==> config.mk <==
export PLATFORM = sky130hd
export DESIGN_NAME = instruction_fetch_unit
export DESIGN_NICKNAME = d
export VERILOG_FILES = /design/src/rtl/riscv_pkg.sv /design/src/rtl/fetch_fifo.sv /design/src/rtl/instruction_fetch_unit.sv
export SDC_FILE = /design/constraint.sdc
export NUM_CORES = 1
export LEC_CHECK = 0
export CAP_MARGIN = 20
export CORE_ASPECT_RATIO = 0.6
export CORE_UTILIZATION = 30
export CTS_BUF_LIST = sky130_fd_sc_hd__clkbuf_16
export CTS_CLUSTER_SIZE = 30
export DETAILED_ROUTE_END_ITERATION = 8
export DONT_BUFFER_PORTS = 1
export HOLD_SLACK_MARGIN = 0.08
export SYNTH_ARGS = -nofsm -noshare
export SYNTH_HDL_FRONTEND = slang
export SYNTH_SLANG_ARGS = --single-unit
export TNS_END_PERCENT = 1
==> constraint.sdc <==
create_clock -name clk -period 4.79 [get_ports clk]
set_clock_uncertainty 0.1 [all_clocks]
set_input_delay 1.1975 -clock clk [delete_from_list [all_inputs] [get_ports clk]]
set_output_delay 1.1975 -clock clk [all_outputs]
set_load 0.01 [all_outputs]
==> src/rtl/riscv_pkg.sv <==
// riscv_pkg: shared constants and types
// for the in-order front-end pipeline
package riscv_pkg;

    localparam int unsigned XLEN = 32;
    localparam int unsigned ILEN = 32;

    localparam logic [XLEN-1:0] RESET_PC = 32'h0000_0000;
    localparam logic [ILEN-1:0] INST_NOP = 32'h0000_0013;

    typedef enum logic [1:0] {
        S_BOOT,
        S_RUN,
        S_DRAIN
    } fetch_state_e;

endpackage

==> src/rtl/fetch_fifo.sv <==
// fetch_fifo: small synchronous FIFO
// with flush, used for fetch buffering
module fetch_fifo #(
    parameter int unsigned WIDTH = 64,
    parameter int unsigned DEPTH = 2,
    localparam int unsigned AW = $clog2(DEPTH),
    localparam int unsigned CW = AW + 1
) (
    input  logic             clk,
    input  logic             rst_n,
    input  logic             push,
    input  logic             pop,
    input  logic             flush,
    input  logic [WIDTH-1:0] wdata,
    output logic [WIDTH-1:0] rdata,
    output logic [CW-1:0]    count,
    output logic             full,
    output logic             empty
);

    logic [WIDTH-1:0] mem [DEPTH];
    logic [AW-1:0]    wptr;
    logic [AW-1:0]    rptr;
    logic             do_push;
    logic             do_pop;

    assign empty   = (count == '0);
    assign full    = (count == CW'(DEPTH));
    assign do_pop  = pop && !empty;
    assign do_push = push && (!full || do_pop);
    assign rdata   = mem[rptr];

    // Pointers and occupancy; a flush discards everything, including a same-cycle push.
    always_ff @(posedge clk or negedge rst_n) begin
        if (!rst_n) begin
            wptr  <= '0;
            rptr  <= '0;
            count <= '0;
        end else if (flush) begin
            wptr  <= '0;
            rptr  <= '0;
            count <= '0;
        end else begin
            if (do_push)
                wptr <= wptr + 1'b1;
            if (do_pop)
                rptr <= rptr + 1'b1;
            count <= count + CW'(do_push) - CW'(do_pop);
        end
    end

    // Entry storage.
    always_ff @(posedge clk or negedge rst_n) begin
        if (!rst_n) begin
            for (int i = 0; i < DEPTH; i++)
                mem[i] <= '0;
        end else if (do_push && !flush) begin
            mem[wptr] <= wdata;
        end
    end

endmodule

==> src/rtl/instruction_fetch_unit.sv <==
// instruction_fetch_unit: PC, imem req/gnt/rvalid
// port, tagged instruction buffer, redirect flush
module instruction_fetch_unit #(
    parameter int unsigned     XLEN       = riscv_pkg::XLEN,
    parameter logic [XLEN-1:0] RESET_PC   = riscv_pkg::RESET_PC,
    parameter int unsigned     FIFO_DEPTH = 2
) (
    input  logic            clk,
    input  logic            rst_n,
    output logic            imem_req,
    output logic [XLEN-1:0] imem_addr,
    input  logic            imem_gnt,
    input  logic            imem_rvalid,
    input  logic [31:0]     imem_rdata,
    input  logic            redirect_valid,
    input  logic [XLEN-1:0] redirect_pc,
    output logic            if_valid,
    input  logic            if_ready,
    output logic [31:0]     if_inst,
    output logic [XLEN-1:0] if_pc,
    output logic            misalign_err
);

    import riscv_pkg::*;

    localparam int unsigned CW = $clog2(FIFO_DEPTH) + 1;
    localparam int unsigned EW = ILEN + XLEN;

    fetch_state_e    state;
    logic [XLEN-1:0] pc;
    logic [CW-1:0]   outstanding;
    logic [CW-1:0]   outstanding_nx;
    logic [CW-1:0]   discard;
    logic            credit;
    logic            fire;
    logic            rv_take;
    logic            rv_keep;
    logic            pop;

    logic [EW-1:0]   head;
    logic [CW-1:0]   fifo_count;
    logic            fifo_full;
    logic            fifo_empty;
    logic [XLEN-1:0] pcq_head;
    logic [CW-1:0]   pcq_count;
    logic            pcq_full;
    logic            pcq_empty;
    logic            unused_ok;

    assign credit = ({1'b0, outstanding} + {1'b0, fifo_count})
                    < (CW+1)'(FIFO_DEPTH);

    assign imem_req  = (state == S_RUN) && credit && !redirect_valid;
    assign imem_addr = pc;

    assign fire    = imem_req && imem_gnt;
    assign rv_take = imem_rvalid && (outstanding != '0);
    assign rv_keep = rv_take && (discard == '0);

    assign outstanding_nx = outstanding + CW'(fire) - CW'(rv_take);

    assign if_valid = !fifo_empty;
    assign pop      = if_valid && if_ready;
    assign if_inst  = fifo_empty ? '0 : head[EW-1 -: ILEN];
    assign if_pc    = fifo_empty ? '0 : head[XLEN-1:0];

    assign unused_ok = ^{fifo_full, pcq_full, pcq_count, pcq_empty};

    fetch_fifo #(
        .WIDTH (XLEN),
        .DEPTH (FIFO_DEPTH)
    ) u_pcq (
        .clk   (clk),
        .rst_n (rst_n),
        .push  (fire),
        .pop   (rv_keep),
        .flush (redirect_valid),
        .wdata (pc),
        .rdata (pcq_head),
        .count (pcq_count),
        .full  (pcq_full),
        .empty (pcq_empty)
    );

    fetch_fifo #(
        .WIDTH (EW),
        .DEPTH (FIFO_DEPTH)
    ) u_ibuf (
        .clk   (clk),
        .rst_n (rst_n),
        .push  (rv_keep),
        .pop   (pop),
        .flush (redirect_valid),
        .wdata ({imem_rdata, pcq_head}),
        .rdata (head),
        .count (fifo_count),
        .full  (fifo_full),
        .empty (fifo_empty)
    );

    // Fetch control: PC, in-flight and discard counts, FSM, misalign pulse.
    always_ff @(posedge clk or negedge rst_n) begin
        if (!rst_n) begin
            state        <= S_BOOT;
            pc           <= RESET_PC;
            outstanding  <= '0;
            discard      <= '0;
            misalign_err <= 1'b0;
        end else begin
            outstanding  <= outstanding_nx;
            misalign_err <= redirect_valid
                            && (redirect_pc[1:0] != 2'b00);
            if (redirect_valid) begin
                pc      <= {redirect_pc[XLEN-1:2], 2'b00};
                discard <= outstanding_nx;
                if (outstanding_nx != '0 || state == S_DRAIN)
                    state <= S_DRAIN;
                else
                    state <= S_RUN;
            end else begin
                if (fire)
                    pc <= pc + XLEN'(4);
                if (rv_take && discard != '0)
                    discard <= discard - 1'b1;
                unique case (state)
                    S_BOOT:
                        state <= S_RUN;
                    S_DRAIN:
                        if (discard == '0
                            || (rv_take && discard == CW'(1)))
                            state <= S_RUN;
                    default: ;
                endcase
            end
        end
    end

endmodule

==> flow_metrics.py <==
metrics = {
    "placed_design": {
        "gp_congestion": 0.7645,
        "dpl.cell_count": 1335,
        "numPortBuffers": 0,
        "dp.final_hpwl_mm": 18.76,
    },
    "global_route": {
        "grt_overflow_total": 0,
        "grt_start_max_net_pins": 230,
        "grt_pass1_vias": 6790,
        "grt_use_total_pct": 15.23,
        "antenna_found_initial": 0,
        "grt_pass1_wl_mm": 42.36,
    },
    "worst_setup_path": {
        "reg2reg_depth": 13,
        "r2r-start": "u_ibuf.count[0]",
        "worstPathArrival_ns": 4.21,
        "path_delay_family": "simple AND/OR/NAND/NOR gates",
        "path_cells": "and2_1 -> fa_1 -> or4b_1 -> nor3_4 -> inv_2 -> ha_1 -> inv_1 -> ha_1 -> xnor2_1 -> xnor2_1 -> or2_2 -> a21oi_1 -> a2bb2oi_1",
        "critical-path-max-stage-delay_ns": 0.67,
        "crit_path_top_delay_cell": "or4b_1",
        "regToRegSetupSlack_ns": 0.93,
        "critical_path_depth": 13,
        "cp.required_ns": 5.13,
        "path_max_fanout": 34,
        "startpoint_type": "flop",
        "regToRegEndpoint": "state[0]",
        "end_kind": "flop",
        "path_class": "flop to flop",
        "path_buf_inv": 2,
    },
    "power": {
        "combPwrFrac_pct": 30.7,
        "peakVddDrop_mv": 0.2475,
        "switching_share_pct": 35.85,
        "p_clk_share_pct": 24.5,
        "p_leak_nw": 5.008,
        "p_int_mw": 4.598,
        "pwr-share-seq_pct": 44.8,
        "powerDensity_nw_per_um2": 610.7,
        "switching_power_mw": 2.569,
    },
    "clocking": {
        "cts_resized": 0,
        "insertion_delay_ns": 0.52,
        "numCtsBuffers": 23,
        "clockBufferDepth": 3,
        "cts_sinks": 229,
        "ctsHoldBuffers": 0,
        "cts-htree-levels": 1,
        "cts-root-buf": "clkbuf_16",
        "post_cts_buffers": 0,
        "cts_tree": "built",
        "clk_pin_slew_ns": 0.07,
    },
    "yosys": {
        "avgSynthCellArea_um2": 11.48,
        "yosysTopAreaCell": "dfrtp_1",
        "yosys.cell_types.count": 50,
        "yosys_register_bits": 229,
        "synth_flop_cell": "dfrtp_1",
        "synth_common_cells": "dfrtp_1 (229), nor2_1 (142), mux2i_1 (94)",
        "synthCells": 924,
        "yosys.cell_count.top_type": "dfrtp_1",
        "syn_area_um2": 10610,
        "ys_warn_count": 0,
        "yosys.area.top_type_share_pct": 54.03,
        "yosysSeqAreaShare_pct": 54.03,
        "yosys-top-cells-area": "dfrtp_1 (54%), mux2i_1 (8.9%), mux2_2 (7.0%)",
        "synth_edf_count": 0,
        "synthArstFlopShare_pct": 100.0,
    },
    "layout": {
        "seqCellArea_um2": 5736,
        "antenna_cells": 0,
        "fillCellCount": 3450,
        "drive_above_1_share_pct": 13.20,
        "fin_util_pct": 34.29,
        "area_growth_pct": 10.65,
        "layout.nets": 981,
        "multi_input_area_um2": 4541,
        "instances_no_fill": 1376,
    },
    "outcome": {
        "status": "completed",
    },
    "timing": {
        "slew_violations": 0,
        "setup_viol": 0,
        "layout_min_cycle_time_ns": 3.863,
        "finalCritPeriodShare_pct": 80.64,
        "hold_violations": 0,
        "setup_tns_ns": 0,
        "relSlewSlack_pct": 31.78,
        "rsz0062_at_grt": "false",
        "max_freq_mhz": 258.9,
        "worstMarginPinSlew_ns": 1.023,
    },
    "drt": {
        "drtPass1Iterations": 5,
        "drc": 0,
        "vias_per_cell": 4.982,
        "wl_per_cell_um": 20.03,
        "drt_iter0_drc": 414,
        "vias": 6855,
        "drt-total-wl_mm": 27.57,
        "drtAntennaViolNets": 0,
    },
    "floorplan": {
        "die_x_um": 244.7,
        "fp.coreArea_um2": 34220,
        "initial_utilization_pct": 30.99,
        "die_area_um2": 36130,
        "num_io_pins": 169,
        "row_count": 52,
        "die_height_um": 147.6,
    },
    "job": {
        "drv_cap": 0,
    },
    "min_path": {
        "min_path_type": "primary input to async pin",
    },
}
-- layout by cell type (no fill, tap or decap), types with 2 or more instances in the layout --
| master | synthesis | routed |
|---|---|---|
| or3_1 | 3 | 3 |
| bufinv_16 | 0 | 2 |
| o21ai_0 | 15 | 15 |
| o211ai_1 | 7 | 7 |
| nand4_1 | 14 | 14 |
| nor2_1 | 142 | 141 |
| or4_1 | 4 | 4 |
| mux2_2 | 66 | 66 |
| nand2b_1 | 3 | 3 |
| inv_1 | 15 | 16 |
| nand2_1 | 34 | 34 |
| clkinv_1 | 0 | 9 |
| nor2b_1 | 4 | 4 |
| xor2_1 | 5 | 5 |
| ha_1 | 9 | 9 |
| nor3_1 | 3 | 3 |
| buf_12 | 0 | 2 |
| o311ai_0 | 11 | 11 |
| mux2i_1 | 94 | 94 |
| a21oi_1 | 67 | 67 |
| nand3_1 | 14 | 14 |
| a31oi_1 | 3 | 3 |
| dfrtp_1 | 229 | 227 |
| mux2_1 | 60 | 60 |
| and4_1 | 2 | 2 |
| a221o_1 | 7 | 7 |
| conb_1 | 1 | 4 |
| and3_1 | 7 | 6 |
| xnor2_1 | 11 | 11 |
| buf_4 | 4 | 10 |
| clkinv_2 | 0 | 4 |
| or2_2 | 2 | 2 |
| a22oi_1 | 4 | 4 |
| and2_1 | 4 | 4 |
| clkbuf_16 | 0 | 23 |
| nor4_1 | 5 | 5 |
-- flip-flops by register name, summed over array words and instances (netlist names) --
| register | flops |
|---|---|
| u_ibuf.count | 2 |
| state | 2 |
| u_ibuf.wptr | 1 |
| u_ibuf.mem | 124 |
| imem_addr | 30 |
| u_pcq.rptr | 1 |
| outstanding | 2 |
| discard | 2 |
| u_pcq.mem | 60 |
| misalign_err | 1 |
| u_pcq.count | 2 |
| u_pcq.wptr | 1 |
| u_ibuf.rptr | 1 |
-- cells by family (layout without fill, tap and decap cells) --
kind of cell	after synthesis	in the layout	share of synthesized area [%]
adders and majority gates	10	10	1.251
AOI/OAI and AO/OA	121	121	7.114
muxes	220	220	22.25
other	1	4	0.03536
xor gates and xnor gates	16	16	1.321
and+or+nand+nor	248	248	10.57
DFF	229	229	54.03
buffers and inverters	79	69	3.421
-- metal layers --
metal	GRT usage, %	part of all wire [%]	wire length [um]
met1	21.71	47	12950
met2	23.34	45	12340
met3	4.121	6.8	1868
met4	2.531	1.5	404
met5	0	0	0
-- power groups by stage --
stage               registers (mW)  clock network (mW)  logic [mW]
floorplan                     3.02                   0        1.81
global placement              3.22                   0        2.18
detailed placement            3.25                   0        2.24
CTS                           3.21                1.82        2.25
global route                  3.32                1.91        2.44
finish                        3.21                1.75        2.20
-- cell type report --
class                      count  area share, %
clock buffer                  23          4.905
clock inverter                18          1.141
inverter                      16         0.5118
multi-input combinational    619          38.69
sequential                   229          48.88
tap                          459          4.894
timing repair buffer          12         0.9809
-- how the worst max path moves through the flow --
stage / from / slack (ns) / to
after floorplan: outstanding[0] / 0.98 / state[0]
after global placement: u_ibuf.count[0] / 1.07 / state[0]
after detailed placement: u_ibuf.count[0] / 0.94 / state[0]
after CTS: u_ibuf.count[0] / 0.92 / state[0]
after global routing: u_ibuf.count[0] / 0.74 / state[0]
final: u_ibuf.count[0] / 0.93 / state[0]
-- stage by stage --
step	hold WS (ns)	cell area (um2)	worst slack [ns]	total power, mW
final	0.2720	11740	0.9272	7.167
after global routing	0.2424	11740	0.7410	7.663
after CTS	0.2486	11740	0.9223	7.279
after detailed placement	0.3740	11030	0.9401	5.495
after global placement	0.3675	11030	1.072	5.396
after floorplan	0.3574	10620	0.9829	4.833
No activity file was read; power rests on OpenSTA's default activity.
